$ cat src/rtl/queue_ctrl.sv
// ============================================================================
// queue_ctrl
// ----------------------------------------------------------------------------
// Sequencing controller sitting between the deserializer byte output, the
// 8x8 byte queue and the downstream byte consumer.
//
// Enqueue and dequeue compete for the queue, which accepts at most one
// operation per cycle. When both are pending, the grant alternates. A shadow
// occupancy count is kept beside the queue and compared against the queue's
// own length whenever the controller is idle.
//
// Ports
//   clock           system clock
//   reset           synchronous, active-high reset
//   des_data_in     byte offered by the deserializer
//   des_valid_in    deserializer byte available (held until ack_out)
//   ack_out         one-cycle pulse: deserializer byte accepted
//   q_data_out      byte written into the queue
//   q_enq_out       queue enqueue command (single cycle)
//   q_deq_out       queue dequeue command (single cycle)
//   q_data_in       byte popped from the queue
//   q_len_in        queue's reported length
//   cons_data_out   byte presented to the consumer
//   cons_valid_out  cons_data_out holds a valid byte
//   cons_ready_in   consumer takes the byte
//   count_out       shadow occupancy, 0..DEPTH
//   full_out        count_out == DEPTH
//   empty_out       count_out == 0
//   len_err_out     sticky: queue length disagreed with count_out while idle
// ============================================================================
module queue_ctrl #(
    parameter int WIDTH = 8,
    parameter int DEPTH = 8,
    parameter int LEN_W = 8
) (
    input  logic             clock,
    input  logic             reset,
    input  logic [WIDTH-1:0] des_data_in,
    input  logic             des_valid_in,
    output logic             ack_out,
    output logic [WIDTH-1:0] q_data_out,
    output logic             q_enq_out,
    output logic             q_deq_out,
    input  logic [WIDTH-1:0] q_data_in,
    input  logic [LEN_W-1:0] q_len_in,
    output logic [WIDTH-1:0] cons_data_out,
    output logic             cons_valid_out,
    input  logic             cons_ready_in,
    output logic [LEN_W-1:0] count_out,
    output logic             full_out,
    output logic             empty_out,
    output logic             len_err_out
);

    localparam logic [LEN_W-1:0] DEPTH_L = LEN_W'(DEPTH);
    localparam logic [LEN_W-1:0] ONE_L   = LEN_W'(1);

    typedef enum logic [1:0] {
        S_IDLE,
        S_ENQ,
        S_DEQ_REQ,
        S_DEQ_WAIT
    } state_t;

    state_t           r_state;
    logic             r_last_grant_enq;   // 1: most recent grant was an enqueue
    logic             r_ack;
    logic [WIDTH-1:0] r_q_data;
    logic             r_q_enq;
    logic             r_q_deq;
    logic [WIDTH-1:0] r_cons_data;
    logic             r_cons_valid;
    logic [LEN_W-1:0] r_count;
    logic             r_full;
    logic             r_empty;
    logic             r_len_err;

    logic             w_enq_req;
    logic             w_deq_req;
    logic             w_grant_enq;
    logic             w_grant_deq;

    // Request terms are only acted upon in IDLE.
    assign w_enq_req = des_valid_in && (r_count < DEPTH_L);
    // A dequeue needs a free output register: the popped byte lands there
    // two cycles later with no way to push back.
    assign w_deq_req = (r_count != '0) && !r_cons_valid;

    // On contention, grant whichever side did not win last time.
    assign w_grant_enq = w_enq_req && (!w_deq_req || !r_last_grant_enq);
    assign w_grant_deq = w_deq_req && (!w_enq_req ||  r_last_grant_enq);

    always_ff @(posedge clock) begin
        if (reset) begin
            r_state          <= S_IDLE;
            r_last_grant_enq <= 1'b0;
            r_ack            <= 1'b0;
            r_q_data         <= '0;
            r_q_enq          <= 1'b0;
            r_q_deq          <= 1'b0;
            r_cons_data      <= '0;
            r_cons_valid     <= 1'b0;
            r_count          <= '0;
            r_full           <= 1'b0;
            r_empty          <= 1'b1;
            r_len_err        <= 1'b0;
        end else begin
            // Consumer handshake runs independently of the FSM so that a
            // stalled consumer never blocks enqueues.
            if (r_cons_valid && cons_ready_in) begin
                r_cons_valid <= 1'b0;
            end

            case (r_state)
                S_IDLE: begin
                    if (q_len_in != r_count) begin
                        r_len_err <= 1'b1;
                    end
                    if (w_grant_enq) begin
                        r_state          <= S_ENQ;
                        r_q_enq          <= 1'b1;
                        r_ack            <= 1'b1;
                        r_q_data         <= des_data_in;
                        r_last_grant_enq <= 1'b1;
                    end else if (w_grant_deq) begin
                        r_state          <= S_DEQ_REQ;
                        r_q_deq          <= 1'b1;
                        r_last_grant_enq <= 1'b0;
                    end
                end

                // The queue takes the byte on this closing edge, so the
                // shadow count moves in step with the queue's length.
                S_ENQ: begin
                    r_q_enq <= 1'b0;
                    r_ack   <= 1'b0;
                    r_count <= r_count + ONE_L;
                    r_full  <= (r_count == DEPTH_L - ONE_L);
                    r_empty <= 1'b0;
                    r_state <= S_IDLE;
                end

                S_DEQ_REQ: begin
                    r_q_deq <= 1'b0;
                    r_count <= r_count - ONE_L;
                    r_full  <= 1'b0;
                    r_empty <= (r_count == ONE_L);
                    r_state <= S_DEQ_WAIT;
                end

                // The queue is driving the popped byte during this cycle.
                S_DEQ_WAIT: begin
                    r_cons_data  <= q_data_in;
                    r_cons_valid <= 1'b1;
                    r_state      <= S_IDLE;
                end

                default: begin
                    r_state <= S_IDLE;
                end
            endcase
        end
    end

    assign ack_out        = r_ack;
    assign q_data_out     = r_q_data;
    assign q_enq_out      = r_q_enq;
    assign q_deq_out      = r_q_deq;
    assign cons_data_out  = r_cons_data;
    assign cons_valid_out = r_cons_valid;
    assign count_out      = r_count;
    assign full_out       = r_full;
    assign empty_out      = r_empty;
    assign len_err_out    = r_len_err;

endmodule

$ cat config.mk
export PLATFORM = sky130hd
export DESIGN_NAME = queue_ctrl
export DESIGN_NICKNAME = d
export VERILOG_FILES = /design/src/rtl/queue_ctrl.sv
export SDC_FILE = /design/constraint.sdc
export NUM_CORES = 1
export LEC_CHECK = 0
export CAP_MARGIN = 10
export CORE_MARGIN = 3
export CORE_UTILIZATION = 49
export CTS_BUF_LIST = sky130_fd_sc_hd__clkbuf_4 sky130_fd_sc_hd__clkbuf_8 sky130_fd_sc_hd__clkbuf_16
export CTS_CLUSTER_DIAMETER = 50
export DETAILED_ROUTE_END_ITERATION = 8
export PLACE_DENSITY_LB_ADDON = 0.12
export SETUP_SLACK_MARGIN = 0.1
export SYNTH_ARGS = -nofsm -noshare
export SYNTH_HDL_FRONTEND = slang
export SYNTH_SLANG_ARGS = --single-unit
export TNS_END_PERCENT = 100
$ cat constraint.sdc
create_clock -name clock -period 3.9 [get_ports clock]
set_clock_uncertainty 0.1 [all_clocks]
set_input_delay 0.78 -clock clock [delete_from_list [all_inputs] [get_ports clock]]
set_output_delay 0.78 -clock clock [all_outputs]
set_load 0.01 [all_outputs]
==> run summary, run 1 <==
The run finished with clean final reports. The run gives 225 as the number of nets produced by synthesis. The predominant post-synthesis flop cell is sky130_fd_sc_hd__dfxtp_1. The logs give 0 for the number of buffers inserted to repair setup after CTS and 0 for the number of resized instances in the post-cts repair step.

The share of the cycle needed by the critical path after routing is 64.56%. The floorplan step defined a die boundary enclosing 4322 um^2. Setup violations remaining at the end of the flow were counted as 0. The die is 65.75 um wide. Entering global routing, the biggest net connects 18 pins. For the pin with the worst max-slew slack, the measured transition is 598.8 ps. The run gives 6686 um as the wire length of the first global-routing pass.

The number of synthesized register bits is 33. The standby leakage power came out at 0.8999 nW. The H-tree generated during clock tree synthesis spans 2 levels. Derived from the worst setup path, the maximum achievable clock frequency is 0.3972 GHz.

Grouping stages by cell kind, the critical path spends the most delay in flip-flops. The clock-pin slew reported for the worst setup and hold paths after clock tree synthesis was 110 ps. The deepest clock path buffer count was 2. TritonCTS built the clock tree.

The layout cell share with drive strength beyond 1 came out at 6.639%. The logs give 2982 um for the post-DP HPWL and 21 for the number of cell rows. For the number of sinks handled by clock tree synthesis, the log shows 33. The library cell with the highest instance count after synthesis is sky130_fd_sc_hd__dfxtp_1.

The post-detailed-route count of antenna-violating nets was 0; the via count of the first global-routing pass was 1,475. The post-synthesis cell type with the largest combined area is sky130_fd_sc_hd__dfxtp_1. The worst setup path is captured at an output pin. Clock tree synthesis inserted a total of 5 buffers.

The Yosys step of the flow raised 0 warnings. Across the run, the number of max-cap violations was 0. The total routing usage reported by global routing is 19.96%, and the area overhead of the layout relative to synthesis is 35.69%. After synthesis, flip-flops and latches occupy 37.77% of the total area. 59 I/O pins were placed. The combined buffer and inverter count along the critical path was 1; the max-slew headroom at the worst pin was 59.96%. The final hold violation count is 0.

The tools report the buffer cell driving the clock tree root as sky130_fd_sc_hd__clkbuf_4. Setup repair after global routing left no endpoint under its margin. The die extent in y is 65.75 um, and the gate count after technology mapping is 188. Averaged over all synthesized cells, the footprint is 9.304 um^2.

The worst-case IR drop observed on VDD is 336.6 uV. At the later pin of the worst-skew pair, clock insertion delay measures 330 ps. Final number of max-transition violations: 0.

Registers take 660.6 um^2. By area the synthesized netlist is led by sky130_fd_sc_hd__dfxtp_1, sky130_fd_sc_hd__mux2i_1, sky130_fd_sc_hd__ha_1. Required time reported for the critical path endpoint: 3020 ps.

The run gives 0 as the overall overflow remaining after global route. The minimum clock period after layout is 2518 ps. The critical path startpoint category is a flip-flop. Routability-driven placement finished with a final weighted congestion of 0.8226. The tools report the number of antenna violations at the first check in global routing as 0.

Along the worst path, the maximum fanout reaches 11. The core region is 3390 um^2. For this design the ratio of total power to cell area is 596.2 nW/um^2.

In the post-route analysis, the smallest setup slack over all paths is 1382 ps. Type of the worst setup path: reg2out. Prior to clock tree synthesis, the placed netlist has a worst setup slack of 1445 ps.

For this configuration, the core starts out at a cell density of 51.61%. The number of hold buffers added after CTS was 0. The mapped netlist covers 1749 um^2. By count the netlist is led by sky130_fd_sc_hd__dfxtp_1, sky130_fd_sc_hd__nor2_1, sky130_fd_sc_hd__mux2i_1. The class of the worst hold path was reg2reg. The slowest stage cell on the critical path was sky130_fd_sc_hd__dfxtp_1.

Buffers placed on the I/O ports in this run total 58. The number of synthesized flops with an enable pin works out to 0. For this block, the via count after detailed routing is 1,526. The detailed-route vias per instance was 5.317; the average wire length per cell after detail routing was 14.13 um. Summed over all failing endpoints, the final setup total negative slack is 0 ps.

For the filler cell count in the final layout, the log shows 267. The number of remaining DRC errors is 0, and the proportion of netlist area held by the largest area contributor is 37.77%. In this design, the stage delay of the slowest critical-path cell is 670 ps. The final layout contains 277 nets.

After synthesis, the share of flip-flops with an asynchronous set or reset is 0%. The final layout contains routed wiring with a total length of 4054 um. The number of antenna diodes in the final layout is 0. For the length of the first detailed-routing pass in iterations, the log shows 4. In the final layout, the multi-input gates occupy 978.4 um^2. Traced cell by cell, the critical path runs through clkdlybuf4s50_1.

For this block, the initial DRC count from the detailed router was 56. The distinct cell type count of the synthesized netlist is 44. For the arrival time of data at the critical path endpoint, the log shows 1640 ps.
[per-layer routing]
metal | up-vias | global-route usage [%] | routed length [um]
li1 | 762 | - | -
met1 | 700 | 22.91 | 1715
met2 | 62 | 33.54 | 1942
met3 | 2 | 8.205 | 373
met4 | 0 | 6.218 | 23
met5 | - | 0 | 0
[sequential cells by signal (all words and copies together), names as in the netlist, 2 cells and up]
name,cells
q_data_out,8
cons_data_out,8
r_state,2
count_out,8
[final cells by class]
cell class | instances | share of cell area [%]
clock buffers | 6 | 1.898
clock inverters | 2 | 0.4217
inverters | 9 | 1.423
multi-input cells | 132 | 41.22
flip-flops and latches | 33 | 27.83
well taps | 46 | 2.425
repair buffers | 59 | 24.78
[path summary, 6_finish.rpt]
path / from / endpoint / slack [ps] / depth (start not counted)
setup / recovery: count_out[3]$_SDFFE_PP0P_ / count_out[3] / 1380 / 1
hold / removal: len_err_out$_SDFFE_PP0P_ / len_err_out$_SDFFE_PP0P_ / 350 / 2
setup reg to reg: count_out[0]$_SDFFE_PP0P_ / q_data_out[5]$_SDFFE_PP0P_ / 1690 / 6
hold reg to reg: len_err_out$_SDFFE_PP0P_ / len_err_out$_SDFFE_PP0P_ / 350 / 2
[stage by stage]
step | util, % | hold slack (ps) | power (mW) | instance area [um^2] | cells
floorplan | - | 349.8 | 0.9967 | 1749 | 188
detailed placement | 68.40 | 341.6 | 1.231 | 2318 | 279
finish | 70.03 | 352.9 | 1.415 | 2374 | 287
CTS | 70.03 | 357.1 | 1.422 | 2374 | 287
global route | 70.03 | 396.3 | 1.514 | 2374 | 287
global placement | 68.40 | 333.8 | 1.206 | 2318 | 279
[cell usage in the layout, fill, tap and decap left out, drive strengths merged, types with 2 or more instances in the layout]
| master | instances |
|---|---|
| a31oi | 3 |
| a21oi | 11 |
| clkinv | 2 |
| o21ai | 7 |
| mux2i | 18 |
| xnor2 | 12 |
| ha | 9 |
| dfxtp | 33 |
| or4b | 2 |
| clkbuf | 6 |
| or3 | 4 |
| nor4 | 2 |
| nand2 | 8 |
| a32oi | 2 |
| nand4 | 3 |
| clkdlybuf4s50 | 58 |
| nor2 | 25 |
| inv | 9 |
| o31ai | 2 |
[report_power, final]
group | internal [mW] | switching (mW)
Combinational | 0.372 | 0.339
Clock | 0.0756 | 0.114
Sequential | 0.414 | 0.101
Total | 0.862 | 0.553
[worst register-to-register path, delay by kind of cell (launching register included)]
kind / cells / cell delay, ps
multiplexers: 1 / 280
adder cells (fa/ha/maj): 1 / 230
buffers and inverters: 1 / 120
AO/OA/AOI/OAI: 1 / 540
flip-flops: 1 / 590
AND/OR/NAND/NOR: 2 / 240
[logic make-up (layout without fill, tap and decap cells)]
family / after synthesis / count (layout) / share of synthesized area (%)
adder cells (fa/ha/maj): 9 / 9 / 6.438
multiplexers: 19 / 19 / 10.94
AO/OA/AOI/OAI: 34 / 34 / 13.38
AND/OR/NAND/NOR: 57 / 57 / 18.67
XOR/XNOR: 13 / 13 / 6.509
buffers and inverters: 23 / 76 / 6.295
flip-flops: 33 / 33 / 37.77
(Power assumes the default switching activity.)
==> inputs of run 2 (changes only) <==
--- a/config.mk
+++ b/config.mk
@@ -7,7 +7,7 @@
 export LEC_CHECK = 0
 export CAP_MARGIN = 10
 export CORE_MARGIN = 3
-export CORE_UTILIZATION = 49
+export CORE_UTILIZATION = 45
 export CTS_BUF_LIST = sky130_fd_sc_hd__clkbuf_4 sky130_fd_sc_hd__clkbuf_8 sky130_fd_sc_hd__clkbuf_16
 export CTS_CLUSTER_DIAMETER = 50
 export DETAILED_ROUTE_END_ITERATION = 8
==> constraint.sdc (replaced) <==
create_clock -name clock -period 2.55 [get_ports clock]
set_clock_uncertainty 0.1 [all_clocks]
set_input_delay 0.51 -clock clock [delete_from_list [all_inputs] [get_ports clock]]
set_output_delay 0.51 -clock clock [all_outputs]
set_load 0.01 [all_outputs]
==> run summary, run 2 (same netlist as run 1, synthesis figures left out) <==
Buffer cell driving the clock tree root: sky130_fd_sc_hd__clkbuf_8. The total setup violations reported at the end of the flow came out at 0 (unchanged). The H-tree depth was 2 (unchanged).

The number of cell rows came out at 22 (+4.8%). The average wire length per cell after detail routing came out at 14.79 um (+4.7%). Transition time at the pin with the least slew margin: 605.9 ps (+7.155 ps).

For the required time reported for the critical path endpoint, the log shows 2670 ps (-350 ps). Number of cells traversed by the worst register-to-register path: 6 (unchanged). The minimum clock period after layout was 2187 ps. Total area of sequential cells: 660.6 um^2 (unchanged).

In the finished design, the share of the clock period the worst path needs comes to 85.77%. The type of the worst setup path was reg2reg. The power density over the cells came out at 959.9 nW/um^2 (+61%).

Traced cell by cell, the critical path runs through inv_1, ha_1, or3b_1, o22a_1, or3_1, a21oi_1. The run finished with clean final reports. For the minimum setup slack after placement, the log shows 378.6 ps (-1066 ps). The overall overflow remaining after global route is 0 (unchanged), and the floorplan die width is 68.35 um (+4.0%).

Maximum VDD drop: 437.7 uV (+30%). The run gives 5 (unchanged) as the number of CTS-inserted buffers. Critical path startpoint category: a flip-flop. Sort of element at the end of the critical path: a flip-flop. The tools report the setup total negative slack as 0 ps (unchanged).

The logs give 2 (unchanged) for the deepest clock path buffer count and 2300 ps (+660 ps) for the arrival time of data at the critical path endpoint. Number of antenna violations at the first check in global routing: 0 (unchanged). The kind of cell adding the most delay to the critical path was simple AND/OR/NAND/NOR gates.

The largest stage delay on the critical path came out at 440 ps (-230 ps). Setup repair after global routing left no endpoint under its margin. The standby leakage power is 0.9235 nW (+2.6%). The tools report the effective utilization at floorplan as 47.07% (-4.5 points). The endpoint identified for the worst register-to-register timing path is count_out[5]$_SDFFE_PP0P_.

Worst hold endpoint: len_err_out$_SDFFE_PP0P_. The post-DP HPWL came out at 3141 um (+5.3%). TritonCTS built the clock tree. Commonest non-fill, non-tap cell in the layout: sky130_fd_sc_hd__clkdlybuf4s50_1. The die extent in y is 68.35 um (+4.0%).

The post-detailed-route count of antenna-violating nets is 0 (unchanged), and the fmax is 0.4572 GHz. The run gives 978.4 um^2 (unchanged) as the multi-input logic area. Slowest stage cell on the critical path: sky130_fd_sc_hd__ha_1. For the number of sinks handled by clock tree synthesis, the log shows 33 (unchanged). The tools report the detailed router's first-iteration violation count as 84 (+50%). The worst hold-check slack is 353.8 ps (+0.9630 ps), and the register-to-register setup slack is 360 ps (-1330 ps). The number of buffers added to fix hold violations after cts came out at 0 (unchanged). For the area of the die, the log shows 4671 um^2 (+8.1%).

The worst hold path begins at len_err_out$_SDFFE_PP0P_. Source of the worst register-to-register timing path: r_state[0]$_SDFFE_PP0P_. The class of the worst hold path was reg2reg. The tools report the count of nets after finishing as 278 (+0.36%). The tools report the length of the first detailed-routing pass in iterations as 4 (unchanged). Number of resized instances in the post-cts repair step: 0 (unchanged). The detailed-route vias per instance came out at 5.386 (+1.3%).

The number of I/O port buffers is 58 (unchanged), and the latest clock arrival within the worst-skew pair is 280 ps (-50 ps). The number of inserted diodes is 0 (unchanged), and the number of remaining DRC errors is 0 (unchanged). Cell depth of the worst min-delay path: 2 (unchanged).

The run gives 59.60% (-0.35 points) as the max-slew headroom at the worst pin. The number of ports placed on the die boundary was 59 (unchanged); the largest fanout of any net on the critical path was 11 (unchanged). The tools report the via count of the first global-routing pass as 1,527 (+3.5%). The total routing usage reported by global routing came out at 19.89% (-0.073 points). The tools report the final hold violation count as 0 (unchanged). The top cell types in the final layout, fill and taps aside, are sky130_fd_sc_hd__clkdlybuf4s50_1, sky130_fd_sc_hd__dfxtp_1, sky130_fd_sc_hd__nor2_1, sky130_fd_sc_hd__mux2i_1, sky130_fd_sc_hd__xnor2_1. The cell count after placement came out at 282 (+1.1%). For the max-capacitance violation count, the log shows 0 (unchanged). Clock-pin slew reported for the worst setup and hold paths after clock tree synthesis: 70 ps (-40 ps). The final cell count without fillers was 290 (+1.0%).

The area overhead of the layout relative to synthesis was 38.91%; the final total power was 2.332 mW (+65%). The core area is 3716 um^2 (+9.6%), and the pin count of the biggest net entering global routing is 18 (unchanged). Number of buffers inserted to repair setup after CTS: 0 (unchanged).

The tools report the final number of max-transition violations as 0 (unchanged). The final routed wirelength across all metal layers is 4289 um (+5.8%). The combined buffer and inverter count along the critical path is 1 (unchanged), and the filler cell count in the final layout is 304 (+14%).

Via count: 1,562 (+2.4%). The placer's final routability congestion estimate was 0.8283 (+0.69%). The wire length of the first global-routing pass was 7038 um (+5.3%). Layout cell share with drive strength beyond 1: 7.025% (+0.39 points). The setup slack of the critical path after layout is 362.9 ps (-1019 ps).
==> run 2: cell count changes in the layout (fill, tap and decap cells not counted) <==
| cell | previous run | this run |
|---|---|---|
| sky130_fd_sc_hd__clkbuf_4 | 6 | 0 |
| sky130_fd_sc_hd__buf_4 | 1 | 2 |
| sky130_fd_sc_hd__clkinv_2 | 2 | 1 |
| sky130_fd_sc_hd__clkbuf_8 | 0 | 7 |
==> run 2: tightest hold or removal path: stages (launching register included) <==
cell and delay [ps]:
sky130_fd_sc_hd__dfxtp_1 310, sky130_fd_sc_hd__inv_1 50, sky130_fd_sc_hd__a21oi_1 50
==> run 2: routing by layer <==
metal | track usage (%) | part of all wire [%] | up-vias
met5 | 0 | 0 | -
met1 | 24.13 | 44 | 742
li1 | - | - | 752
met4 | 6.700 | 1.4 | 0
met3 | 4.433 | 6.7 | 6
met2 | 34.42 | 48 | 62
==> run 2: power by group <==
| group | internal, mW | switching, mW | total (mW) |
|---|---|---|---|
| sequential | 0.633 | 0.158 | 0.792 |
| combinational | 0.571 | 0.534 | 1.11 |
| clock | 0.244 | 0.191 | 0.435 |
| total | 1.45 | 0.884 | 2.33 |
==> run 2: worst max-delay path by stage <==
stage	start	to	slack (ps)	cells past startpoint
floorplan	count_out[0]$_SDFFE_PP0P_	q_data_out[0]$_SDFFE_PP0P_	490	7
global placement	count_out[0]$_SDFFE_PP0P_	q_data_out[6]$_SDFFE_PP0P_	450	6
detailed placement	count_out[0]$_SDFFE_PP0P_	q_data_out[6]$_SDFFE_PP0P_	380	6
CTS	count_out[0]$_SDFFE_PP0P_	q_data_out[6]$_SDFFE_PP0P_	370	6
global route	r_state[0]$_SDFFE_PP0P_	count_out[5]$_SDFFE_PP0P_	230	6
finish	r_state[0]$_SDFFE_PP0P_	count_out[5]$_SDFFE_PP0P_	360	6
==> run 2: area by class of cell <==
class	instances	area share [%]
timing repair buffer	60	24.51
sequential	33	27.19
clock inverter	1	0.2060
inverter	9	1.390
multi-input combinational	132	40.27
clock buffer	7	3.965
tap	48	2.472
==> run 2: through the flow <==
step,area (um^2),utilization [%]
3_3_place_gp,2328,62.66
3_5_place_dp,2328,62.66
2_1_floorplan,1749,-
4_1_cts,2430,65.39
6_report,2430,65.39
5_1_grt,2430,65.39
